==> src/rtl/if_fetch_unit_pkg.sv <==
// Shared widths, reset PC and fetch-entry payload for the instruction-fetch stage.
package if_fetch_unit_pkg;

    localparam int unsigned AW = 32;
    localparam int unsigned DW = 32;

    localparam logic [AW-1:0] RESET_PC_DEF = 32'h0000_3000;

    // One fetched instruction together with the PC it was read from.
    typedef struct packed {
        logic [AW-1:0] pc;
        logic [DW-1:0] ir;
    } fetch_entry_t;

    // Force an address onto a word boundary.
    function automatic logic [AW-1:0] word_align(input logic [AW-1:0] addr);
        return addr & {{(AW-2){1'b1}}, 2'b00};
    endfunction

endpackage

==> src/rtl/if_fetch_unit_if.sv <==
// Fetch-stage bus: instruction-memory port, redirect input and the decode link.
interface if_fetch_unit_if;
    import if_fetch_unit_pkg::*;

    logic          im_req;
    logic [AW-1:0] im_addr;
    logic [DW-1:0] im_rdata;
    logic          redirect_valid;
    logic [AW-1:0] redirect_pc;
    logic          id_valid;
    logic          id_ready;
    logic [AW-1:0] id_pc;
    logic [DW-1:0] id_ir;
    logic [AW-1:0] id_pc_plus4;

    // Fetch unit side.
    modport master (
        output im_req, im_addr, id_valid, id_pc, id_ir, id_pc_plus4,
        input  im_rdata, redirect_valid, redirect_pc, id_ready
    );

    // Memory / decode / redirect side.
    modport slave (
        input  im_req, im_addr, id_valid, id_pc, id_ir, id_pc_plus4,
        output im_rdata, redirect_valid, redirect_pc, id_ready
    );

endinterface

==> src/rtl/if_fetch_unit_buf.sv <==
// Two-entry fetch FIFO with flush; head entry and its PC+4 are held in registers.
module if_fetch_unit_buf
    import if_fetch_unit_pkg::*;
(
    input  logic          clk,
    input  logic          rst,
    input  logic          push,
    input  fetch_entry_t  push_data,
    input  logic          pop,
    input  logic          flush,
    output logic [1:0]    occ,
    output fetch_entry_t  head,
    output logic [AW-1:0] head_pc_plus4
);

    fetch_entry_t  ent0_q, ent0_d;
    fetch_entry_t  ent1_q, ent1_d;
    logic [1:0]    occ_q, occ_d;
    logic [AW-1:0] plus4_q, plus4_d;

    // Next-state of the two slots; slot 0 is always the head.
    always_comb begin
        ent0_d = ent0_q;
        ent1_d = ent1_q;
        occ_d  = occ_q;
        if (flush) begin
            occ_d = 2'd0;
        end else if (push && pop) begin
            if (occ_q == 2'd1) begin
                ent0_d = push_data;
            end else begin
                ent0_d = ent1_q;
                ent1_d = push_data;
            end
        end else if (push) begin
            if (occ_q == 2'd0) begin
                ent0_d = push_data;
                occ_d  = 2'd1;
            end else begin
                ent1_d = push_data;
                occ_d  = 2'd2;
            end
        end else if (pop) begin
            ent0_d = ent1_q;
            occ_d  = occ_q - 2'd1;
        end
        plus4_d = ent0_d.pc + AW'(4);
    end

    // Slot and occupancy registers.
    always_ff @(posedge clk) begin
        if (!rst) begin
            ent0_q  <= '0;
            ent1_q  <= '0;
            occ_q   <= 2'd0;
            plus4_q <= '0;
        end else begin
            ent0_q  <= ent0_d;
            ent1_q  <= ent1_d;
            occ_q   <= occ_d;
            plus4_q <= plus4_d;
        end
    end

    assign occ           = occ_q;
    assign head          = ent0_q;
    assign head_pc_plus4 = plus4_q;

endmodule

==> src/rtl/if_fetch_unit.sv <==
// Instruction-fetch stage: owns the PC, reads instruction memory and feeds decode.
module if_fetch_unit
    import if_fetch_unit_pkg::*;
#(
    parameter logic [AW-1:0] RESET_PC = RESET_PC_DEF
) (
    input  logic              clk,
    input  logic              rst,
    if_fetch_unit_if.master   bus
);

    logic [AW-1:0] pc_q;
    logic          inflight_q;
    logic [AW-1:0] inflight_pc_q;

    logic          pop;
    logic          push;
    logic          issue;
    logic [1:0]    occ;
    logic [2:0]    used;
    fetch_entry_t  push_data;
    fetch_entry_t  head;
    logic [AW-1:0] head_pc_plus4;

    // Slots committed after this cycle's pop; a new read needs one free slot.
    always_comb begin
        pop   = bus.id_valid & bus.id_ready;
        used  = 3'(occ) + 3'(inflight_q) - 3'(pop);
        issue = rst & !bus.redirect_valid & (used < 3'd2);
    end

    // A redirect cycle never issues, so dropping the push in that cycle is
    // enough to kill the only response that can be in flight.
    always_comb begin
        push         = inflight_q & !bus.redirect_valid;
        push_data.pc = inflight_pc_q;
        push_data.ir = bus.im_rdata;
    end

    // PC and in-flight tracking.
    always_ff @(posedge clk) begin
        if (!rst) begin
            pc_q          <= word_align(RESET_PC);
            inflight_q    <= 1'b0;
            inflight_pc_q <= '0;
        end else begin
            inflight_q <= issue;
            if (issue) begin
                inflight_pc_q <= pc_q;
            end
            if (bus.redirect_valid) begin
                pc_q <= word_align(bus.redirect_pc);
            end else if (issue) begin
                pc_q <= pc_q + AW'(4);
            end
        end
    end

    if_fetch_unit_buf u_buf (
        .clk           (clk),
        .rst           (rst),
        .push          (push),
        .push_data     (push_data),
        .pop           (pop),
        .flush         (bus.redirect_valid),
        .occ           (occ),
        .head          (head),
        .head_pc_plus4 (head_pc_plus4)
    );

    assign bus.im_req      = issue;
    assign bus.im_addr     = pc_q;
    assign bus.id_valid    = (occ != 2'd0);
    assign bus.id_pc       = head.pc;
    assign bus.id_ir       = head.ir;
    assign bus.id_pc_plus4 = head_pc_plus4;

endmodule

==> src/flat_wrapper.sv <==
// flat-port wrapper written by rule: the top's interface ports become plain ports
module if_fetch_unit_flat import if_fetch_unit_pkg::*;
#(
    parameter logic [AW-1:0] RESET_PC = RESET_PC_DEF
)
  (clk, rst, bus_im_req, bus_im_addr, bus_id_valid, bus_id_pc, bus_id_ir, bus_id_pc_plus4, bus_im_rdata, bus_redirect_valid, bus_redirect_pc, bus_id_ready);
  if_fetch_unit_if bus_i ();
  input  logic clk;
  input  logic rst;
  output wire logic [$bits(bus_i.im_req)-1:0] bus_im_req;
  output wire logic [$bits(bus_i.im_addr)-1:0] bus_im_addr;
  output wire logic [$bits(bus_i.id_valid)-1:0] bus_id_valid;
  output wire logic [$bits(bus_i.id_pc)-1:0] bus_id_pc;
  output wire logic [$bits(bus_i.id_ir)-1:0] bus_id_ir;
  output wire logic [$bits(bus_i.id_pc_plus4)-1:0] bus_id_pc_plus4;
  input wire logic [$bits(bus_i.im_rdata)-1:0] bus_im_rdata;
  input wire logic [$bits(bus_i.redirect_valid)-1:0] bus_redirect_valid;
  input wire logic [$bits(bus_i.redirect_pc)-1:0] bus_redirect_pc;
  input wire logic [$bits(bus_i.id_ready)-1:0] bus_id_ready;
  assign bus_im_req = bus_i.im_req;
  assign bus_im_addr = bus_i.im_addr;
  assign bus_id_valid = bus_i.id_valid;
  assign bus_id_pc = bus_i.id_pc;
  assign bus_id_ir = bus_i.id_ir;
  assign bus_id_pc_plus4 = bus_i.id_pc_plus4;
  assign bus_i.im_rdata = bus_im_rdata;
  assign bus_i.redirect_valid = bus_redirect_valid;
  assign bus_i.redirect_pc = bus_redirect_pc;
  assign bus_i.id_ready = bus_id_ready;
  if_fetch_unit #(.RESET_PC(RESET_PC)) u_core (.clk(clk), .rst(rst), .bus(bus_i));
endmodule
==> config.mk <==
export PLATFORM = sky130hd
export DESIGN_NAME = if_fetch_unit_flat
export DESIGN_NICKNAME = d
export VERILOG_FILES = /design/src/rtl/if_fetch_unit_pkg.sv /design/src/rtl/if_fetch_unit_if.sv /design/src/rtl/if_fetch_unit_buf.sv /design/src/rtl/if_fetch_unit.sv /design/src/flat_wrapper.sv
export SDC_FILE = /design/constraint.sdc
export NUM_CORES = 1
export LEC_CHECK = 0
export ABC_AREA = 1
export BUFFER_PORTS_ARGS = -buffer_cell sky130_fd_sc_hd__buf_2
export CAP_MARGIN = 20
export CELL_PAD_IN_SITES_DETAIL_PLACEMENT = 0
export CELL_PAD_IN_SITES_GLOBAL_PLACEMENT = 1
export CORE_MARGIN = 4
export CORE_UTILIZATION = 36
export DETAILED_ROUTE_END_ITERATION = 10
export PLACE_DENSITY = 0.83
export SLEW_MARGIN = 5
export SYNTH_ARGS = -nofsm -noshare
export SYNTH_HDL_FRONTEND = slang
export SYNTH_HIERARCHICAL = 1
export SYNTH_SLANG_ARGS = --single-unit
==> constraint.sdc <==
create_clock -name clk -period 2.85 [get_ports clk]
set_clock_uncertainty 0.15 [all_clocks]
set_input_delay 0.57 -clock clk [delete_from_list [all_inputs] [get_ports clk]]
set_output_delay 0.57 -clock clk [all_outputs]
set_load 0.05 [all_outputs]
==> out/qor.txt, run 1 <==
Final Hold Fails - 0
ANT nets after route - 0
Post-Synth XOR/XNOR Area - 0.283%
Cells after Synth - 1960
Achievable clock frequency - 0.312 GHz
Main combinational cell family by area after synthesis - simple AND/OR/NAND/NOR gates
Overall Global Routing Usage - 20.7%
MaxCap Viol Count - 0
Simple-gate share of the synthesized area - 29.7%
DRT Wirelength - 40500 um
Cell taking the most area after synthesis - dfxtp_1
Hold/Removal Path Class - primary input to register
Post-synthesis sequential area ratio - 35.7%
Layout area overhead - 26.0%
VDD IR max - 433 uV
Synth Cell Area - 12400 um2
Row count - 67
Drt first pass iters - 5
Worst slack, placed - -0.351 ns
Post-Route Setup TNS - -0.385 ns
Compound-Gate Fraction of Synth Area - 20.1%
Count leader, synth - nand2_1
Core footprint - 33800 um2
Reg-to-reg slack, setup - -0.01 ns
Pin count of the biggest net entering global routing - 76
Final worst setup slack - -0.360 ns
Cell count of the worst reg-to-reg path - 13
Final worst path period need - 3.21 ns
Reg2Reg Launch Point - u_core/u_buf/occ[1]
Final setup fails - 4
RSZ-0062 raised after global routing - true
Clock Sinks - 221
Top cells by area, synth - dfxtp_1 36%, nand2_1 16%, inv_1 8.1%
Top cells by count, synth - 516 x nand2_1, 266 x inv_1, 221 x dfxtp_1
DR WL/cell - 15.1 um
Worst Max-Slew Pin Slew - 0.850 ns
Die span in x - 194 um
CP required - 2.13 ns
Hpwl dp - 28500 um
Critical path arrival - 2.49 ns
Root Buffer - clkbuf_16
Latest clock arrival within the worst-skew pair - 0.54 ns
Crit path cell chain - o21a_1, ha_1, or2_4, fa_1, nand2_2, nor2_4, nand2_8, clkinv_8, buf_12
Clock buffer count from CTS - 26
Die height - 194 um
Final Max Slew Viols - 0
Number of synthesis warnings - 6
First-pass GRT wire length - 65800 um
Most used flip-flop cell after synthesis - dfxtp_1
Mapped Avg Cell Area - 6.32 um2
Top-area cell type share of the netlist area - 35.7%
Clock Path Buffers - 3
Total die area - 37500 um2
Vias in the first global route - 12706
Synthesized flop and latch total - 221
Crit Reg-Reg Endpoint - u_core/bus.im_addr[14]
Slowest cell on crit path - fa_1
CTS Hold Bufs - 0
I/O Buffers - 193
Reg clk slew, reported paths - 0.06 ns
Adder-cell share of the synthesized area - 0.868%
Htree depth - 1
CP Capture Type - output pin
Asr flop ratio synth - 0%
Nets@finish - 2287
PwrDens - 543 nW/um2
Drc violations - 0
Layout cells sized above 1 - 20.7%
CTS tree - yes
Post-synth EDFFs - 0
Crit path to - bus_im_req
Slowest stage delay, CP - 0.49 ns
CP max FO - 4
N_diodes - 0
Initial drt markers - 1056
Critical path type - register to output pin
Mux contribution to synthesized area - 0%
Worst slew margin - 43.3%
Antenna violations before repair - 0
Status - finished with violations
Detailed-route vias per instance - 4.99
Vias - 13355
Distinct cells, synth - 52
Starting density of the core - 36.7%
I/O pin total - 198
Total gr overflow - 0
Placer Congestion - 0.908
Failing checks - setup timing
Final Power - 8.48 mW
Startpoint types - register
Tcrit/Tclk final - 113%
Leakage power - 7.37 nW
Worst Setup SP - u_core/u_buf/occ[1]
==> critical path, delay by kind of cell, from the launching register on <==
kind,cells,cell delay (ns)
and+or+nand+nor,4,0.51
buffers and inverters,2,0.18
AOI/OAI and AO/OA,1,0.19
adders and majority gates,2,0.76
DFF,1,0.32
==> layer usage <==
layer  track usage, %  vias up  share of wire (%)
met5                0        -                  0
li1                 -     6782                  -
met4             5.43        0                2.4
met3             2.99       66                5.4
met2             36.5      338                 49
met1             26.6     6169                 44
==> cell families (layout without fill, tap and decap cells) <==
family | after synthesis | after routing
AOI/OAI and AO/OA | 466 | 466
xor gates and xnor gates | 4 | 4
adders and majority gates | 8 | 8
buffers and inverters | 392 | 657
DFF | 221 | 221
other | 1 | 6
and+or+nand+nor | 868 | 868
==> what timing repair did <==
action                                  in CTS  in global routing
setup buffers                                0                  4
resized for setup                            7                 35
endpoints found under the hold margin        0                  0
endpoints found under the setup margin      24                 58
pin swaps                                    4                  5
==> flip-flops by register name, summed over array words and instances, names as in the netlist <==
signal,cells
u_core/inflight_q,1
u_core/u_buf/ent1_q,64
u_core/u_buf/head_pc_plus4,30
u_core/bus.im_addr,30
u_core/inflight_pc_q,30
u_core/u_buf/occ,2
u_core/u_buf/head,64
==> final cells by class <==
| cell class | instances | area (um2) |
|---|---|---|
| clock buffers | 35 | 756 |
| repair buffers | 334 | 2220 |
| fillers | 3506 | 18200 |
| well taps | 448 | 561 |
| inverters | 276 | 1060 |
| multi-input cells | 1352 | 6450 |
| clock inverters | 12 | 154 |
| flip-flops and latches | 221 | 4430 |
==> per-stage QoR <==
stage                     util [%]  hold slack, ns  cells  cell area (um2)
after CTS                     45.8           0.151   2674            15500
after global routing          46.2           0.168   2678            15600
final                         46.2           0.169   2678            15600
after global placement        43.0           0.300   2627            14500
after floorplan                  -           0.284   1965            12400
after detailed placement      43.0           0.307   2627            14500
==> cell usage in the layout (no fill, tap or decap), types with 6 or more instances in the layout <==
master,n
a21oi_1,169
a31oi_1,36
buf_12,13
buf_2,191
buf_4,124
clkbuf_16,27
conb_1,6
dfxtp_1,219
inv_1,263
inv_2,7
nand2_1,509
nand2_2,18
nand3_1,115
nand4_1,12
nor2_1,150
nor2_2,23
nor2_4,10
nor3_1,12
o21ai_0,187
o21ai_1,15
o22ai_1,35
==> where the power goes <==
group          switching [mW]  internal, mW  total (mW)
logic                    1.08         0.491        1.58
clock network            1.40          2.13        3.54
registers               0.135          3.24        3.37
total                    2.62          5.86        8.48
==> worst min-delay path by stage <==
stage | from | depth (start not counted) | slack, ns | to
final | bus_redirect_pc[11] | 3 | 0.17 | u_core/bus.im_addr[11]
after floorplan | u_core/u_buf/ent1_q[50] | 2 | 0.28 | u_core/u_buf/ent1_q[50]
after CTS | bus_redirect_pc[11] | 3 | 0.15 | u_core/bus.im_addr[11]
after global routing | bus_redirect_pc[7] | 3 | 0.17 | u_core/bus.im_addr[7]
after global placement | u_core/u_buf/ent1_q[13] | 2 | 0.30 | u_core/u_buf/ent1_q[13]
after detailed placement | u_core/u_buf/ent1_q[10] | 2 | 0.31 | u_core/u_buf/ent1_q[10]
Power figures use the tool's default switching activity.
==> inputs of run 2 (changes only) <==
--- a/config.mk
+++ b/config.mk
@@ -13,6 +13,7 @@
 export CORE_MARGIN = 4
 export CORE_UTILIZATION = 36
 export DETAILED_ROUTE_END_ITERATION = 10
+export MAX_ROUTING_LAYER = met4
 export PLACE_DENSITY = 0.83
 export SLEW_MARGIN = 5
 export SYNTH_ARGS = -nofsm -noshare
==> constraint.sdc (replaced) <==
create_clock -name clk -period 2.85 [get_ports clk]
set_clock_uncertainty 0.15 [all_clocks]
set_input_delay 0 -clock clk [delete_from_list [all_inputs] [get_ports clk]]
set_output_delay 0 -clock clk [all_outputs]
set_load 0.05 [all_outputs]
==> out/qor.txt, run 2 (same netlist as run 1, synthesis figures left out) <==
CP max FO - 5
Worst slew margin - 53.0%
Nets@finish - 2292
FF/Latch Area - 4430 um2
Crit path cell chain - o21a_1, ha_1, or2_4, fa_1, inv_1, nand2_1, nand2_2, nand2_8, clkinv_8, buf_12
Antenna violations before repair - 1
Pin count of the biggest net entering global routing - 69
ANT nets after route - 0
RSZ-0062 raised after global routing - true
MaxCap Viol Count - 0
Fillers - 3419
CP Capture Type - output pin
Area of the multi-input gates - 6530 um2
Layout area overhead - 27.9%
Drt first pass iters - 5
Commonest non-fill, non-tap cells in the layout - 506 x nand2_1, 263 x inv_1, 220 x dfxtp_1, 191 x buf_2, 187 x o21ai_0
Detailed-route vias per instance - 5.02
Comb pwr share - 18.6%
Inst Count DP - 2553
Status - complete, no violations
Total die area - 37500 um2
Cell count of the worst reg-to-reg path - 15
Die span in x - 194 um
Worst Max-Slew Pin Slew - 0.706 ns
Final std cell area, no fill - 15900 um2
Clock Path Buffers - 3
NetSw - 2.57 mW
Drc violations - 0
Htree depth - 1
Layout cells sized above 1 - 18.3%
Root Buffer - clkbuf_16
Seq pwr share - 39.4%
Tcrit/Tclk final - 97.0%
CP required - 2.70 ns
Placed instance area - 13900 um2
Hold/Removal Path Class - primary input to register
Slowest stage delay, CP - 0.40 ns
PwrDens - 540 nW/um2
Reg clk slew, reported paths - 0.06 ns
Clock Sinks - 221
Final worst path period need - 2.77 ns
DRT Wirelength - 41200 um
I/O pin total - 198
Commonest non-fill, non-tap cell in the layout - nand2_1
Starting density of the core - 36.7%
Achievable clock frequency - 0.362 GHz
Hold_ws - 0.157 ns
Latest clock arrival within the worst-skew pair - 0.52 ns
Final setup fails - 0
Slowest cell on crit path - fa_1
Die height - 194 um
Hold path cells - 4
CTS tree - yes
Row count - 67
Critical path type - register to output pin
Overall Global Routing Usage - 21.8%
Critical path arrival - 2.62 ns
Leakage power - 7.31 nW
Vias - 13457
Sw Ratio - 30.1%
Initial drt markers - 946
First-pass GRT wire length - 67600 um
DR WL/cell - 15.3 um
Clock power share - 41.9%
Vias in the first global route - 13185
VDD IR max - 430 uV
Family with the most delay on the worst path - adder cells
Clock buffer count from CTS - 27
Final Hold Fails - 0
Cell Count, Final, Fillers Out - 2682
Hpwl dp - 28300 um
Int Pwr - 5.99 mW
Worst path depth - 10
I/O Buffers - 193
Final Max Slew Viols - 0
Total gr overflow - 0
Placer Congestion - 0.917
Startpoint types - register
WP buf/inv - 3
Core footprint - 33800 um2
==> run 2: stage by stage <==
step	TNS, ns	util [%]	setup slack (ns)	power [mW]
2_1_floorplan	0	-	0.167	4.46
3_3_place_gp	-0.0180	41.1	-0.0180	4.88
3_5_place_dp	-0.0969	41.1	-0.0442	4.90
4_1_cts	-0.0244	46.2	-0.0134	8.63
5_1_grt	-0.0498	46.9	-0.0129	8.95
6_report	0	46.9	0.0841	8.56
==> run 2: path summary, 6_finish.rpt <==
path / startpoint / endpoint / slack [ns]
max: u_core/u_buf/occ[0] / bus_im_req / 0.08
min reg2reg: u_core/u_buf/ent1_q[51] / u_core/u_buf/ent1_q[51] / 0.31
max reg2reg: u_core/u_buf/occ[0] / u_core/bus.im_addr[5] / 0.11
min: bus_redirect_pc[12] / u_core/bus.im_addr[12] / 0.16
==> run 2: power by group through the flow <==
| stage | logic (mW) | registers (mW) | clock network [mW] |
|---|---|---|---|
| floorplan | 0.706 | 3.75 | 0 |
| detailed placement | 1.46 | 3.44 | 0 |
| global placement | 1.44 | 3.44 | 0 |
| finish | 1.59 | 3.38 | 3.59 |
| global route | 1.75 | 3.39 | 3.81 |
| CTS | 1.56 | 3.38 | 3.69 |
==> run 2: layout make-up <==
class / count / area share (%)
inverter: 276 / 6.68
tap: 448 / 3.54
clock inverter: 12 / 1.20
clock buffer: 34 / 4.62
timing repair inverter: 1 / 0.0316
multi-input combinational: 1353 / 41.2
sequential: 221 / 27.9
timing repair buffer: 336 / 14.8
antenna: 1 / 0.0158
==> run 2: timing repair <==
action | 4_1_cts | 5_1_grt
hold buffers | 67 | 0
gates resized for setup | 11 | 54
setup buffers | 8 | 5
endpoints found under the setup margin | 4 | 60
pin swaps | 4 | 15
cloned | 1 | 1
endpoints found under the hold margin | 131 | 0
==> run 2: tightest hold or removal path: stages <==
cell and delay, ns:
dlygate4sd3_1 0.52, buf_2 0.11, a21oi_1 0.06, o2111ai_1 0.10
==> run 2: per-layer routing <==
metal / share of wire (%) / routed length [um] / global-route usage, %
met4: 3.0 / 1250 / 6.50
met2: 48 / 19800 / 37.4
met5: 0 / 0 / -
met3: 5.0 / 2040 / 2.85
met1: 44 / 18100 / 26.8
==> inputs of run 3 (changes only) <==
--- a/config.mk
+++ b/config.mk
@@ -15,6 +15,7 @@
 export DETAILED_ROUTE_END_ITERATION = 10
 export MAX_ROUTING_LAYER = met4
 export PLACE_DENSITY = 0.83
+export REMOVE_ABC_BUFFERS = 1
 export SLEW_MARGIN = 5
 export SYNTH_ARGS = -nofsm -noshare
 export SYNTH_HDL_FRONTEND = slang
==> out/qor.txt, run 3 (same netlist as run 1, synthesis figures left out) <==
Root Buffer - clkbuf_16
Final Max Slew Viols - 0
VDD IR max - 378 uV
Sw Ratio - 30.8%
Clock buffer count from CTS - 29
DR WL/cell - 15.3 um
Placed instance area - 14100 um2
Clock power share - 43.1%
Latest clock arrival within the worst-skew pair - 0.56 ns
Critical path type - register to output pin
Final worst setup slack - 0.0431 ns
MaxCap Viol Count - 0
M3 GR Usage - 3.22%
Vias - 13457
Final Power - 8.79 mW
RSZ-0062 raised after global routing - true
Top Usage Layer GRT - met2
Layout cells sized above 1 - 19.1%
Die height - 194 um
Reg clk slew, reported paths - 0.06 ns
Drt first pass iters - 5
Placer Congestion - 0.888
Hold path cells - 7
Crit Reg-Reg Endpoint - u_core/bus.im_addr[24]
Fillers - 3509
Area of the multi-input gates - 6480 um2
Util after Layout - 47.6%
Seq pwr share - 38.5%
FF/Latch Area - 4430 um2
Vias in the first global route - 12377
CP max FO - 3
Total gr overflow - 0
N_diodes - 0
Worst Max-Slew Pin Slew - 0.909 ns
Commonest non-fill, non-tap cell in the layout - nand2_1
Comb pwr share - 18.5%
ANT nets after route - 0
Antenna violations before repair - 0
Htree depth - 1
GR Util met1 - 29.4%
Overall Global Routing Usage - 21.5%
Met2 usage in global routing - 34.1%
Leakage power - 7.47 nW
Final worst path period need - 2.81 ns
Pin count of the biggest net entering global routing - 101
Startpoint types - register
Reg-to-reg slack, setup - 0.11 ns
Achievable clock frequency - 0.356 GHz
CP required - 2.70 ns
Detailed-route vias per instance - 4.97
Final std cell area, no fill - 16100 um2
Final Hold Fails - 0
First-pass GRT wire length - 66000 um
Clock Path Buffers - 3
DRT Wirelength - 41400 um
Row count - 67
Starting density of the core - 36.7%
NetSw - 2.71 mW
Clock Sinks - 221
Hold/Removal Path Class - primary input to register
Worst hold endpoint - u_core/inflight_q
Cell count of the worst reg-to-reg path - 14
CTS tree - yes
Status - complete, no violations
CP Capture Type - output pin
Total die area - 37500 um2
Worst slack, placed - -0.00917 ns
I/O pin total - 198
Critical path arrival - 2.66 ns
Die span in x - 194 um
Tcrit/Tclk final - 98.5%
Final setup fails - 0
Layout area overhead - 29.8%
Reg2Reg Launch Point - u_core/u_buf/occ[1]
Core footprint - 33800 um2
Commonest non-fill, non-tap cells in the layout - 509 x nand2_1, 262 x inv_1, 219 x dfxtp_1, 191 x buf_2, 186 x o21ai_0
Drc violations - 0
PwrDens - 546 nW/um2
Initial drt markers - 861
Int Pwr - 6.08 mW
Nets@finish - 2313
Min-delay src - rst
Worst slew margin - 39.4%
I/O Buffers - 193
Hpwl dp - 28400 um
-- run 3: cell types whose count changed in the layout (fill, tap and decap cells not counted), moves of 3 or more --
cell,change
nor2_2,-8
dlygate4sd3_1,-3
nand2_1,+3
nor2_1,+7
clkbuf_16,+5
buf_6,-9
buf_4,+25
-- run 3: worst max-delay path: stages, from the launching register on --
cell and delay [ns]:
dfxtp_2 0.32, o21a_1 0.19, ha_1 0.27, or2_4 0.23, fa_1 0.50, nand2_2 0.07
nor2_4 0.14, nand2_8 0.09, clkinv_8 0.06, buf_8 0.09, buf_8 0.13
-- run 3: metal layers --
layer  vias to the layer above  wire length [um]
li1                       6853                 -
met1                      6128             19500
met2                       427             18400
met3                        49              2650
met4                         0               752
met5                         -                 0
-- run 3: timing repair --
item,4_1_cts,5_1_grt
endpoints found under the setup margin,4,59
endpoints found under the hold margin,111,0
gates cloned,0,3
hold buffers,64,0
setup buffers,6,6
pin swaps,6,11
gates resized for setup,14,41
-- run 3: per-stage QoR --
step	std cells	hold WS [ns]	setup TNS, ns
after detailed placement	2575	0.129	-0.00917
after global routing	2707	0.0415	-0.0352
after global placement	2575	0.127	-0.0258
after CTS	2698	0.0188	-0.0454
final	2707	0.00895	0
after floorplan	1849	-0.0565	-243.79
-- run 3: worst max-delay path by stage --
stage	from	to	slack, ns
2_1_floorplan	u_core/u_buf/occ[1]	u_core/u_buf/ent1_q[35]	-2.51
5_1_grt	u_core/u_buf/occ[1]	bus_im_req	-0.02
6_report	u_core/u_buf/occ[1]	bus_im_req	0.04
4_1_cts	u_core/u_buf/occ[1]	bus_im_req	-0.04
3_3_place_gp	u_core/u_buf/occ[0]	u_core/u_buf/head_pc_plus4[16]	-0.03
3_5_place_dp	u_core/u_buf/occ[0]	u_core/u_buf/head_pc_plus4[16]	-0.009
-- run 3: area by class of cell --
class / count / area share, %
Timing Repair Buffer: 357 / 16.0
Tap cell: 448 / 3.48
Clock inverter: 17 / 1.28
Inverter: 276 / 6.58
Sequential cell: 221 / 27.5
Clock buffer: 36 / 4.86
Multi-Input combinational cell: 1352 / 40.2
-- run 3: power by group through the flow --
stage          combinational, mW  sequential, mW  clock, mW
2_1_floorplan              0.609            3.76          0
3_3_place_gp                1.47            3.44          0
3_5_place_dp                1.48            3.44          0
4_1_cts                     1.58            3.38       3.87
5_1_grt                     1.78            3.40       3.98
6_report                    1.62            3.38       3.78
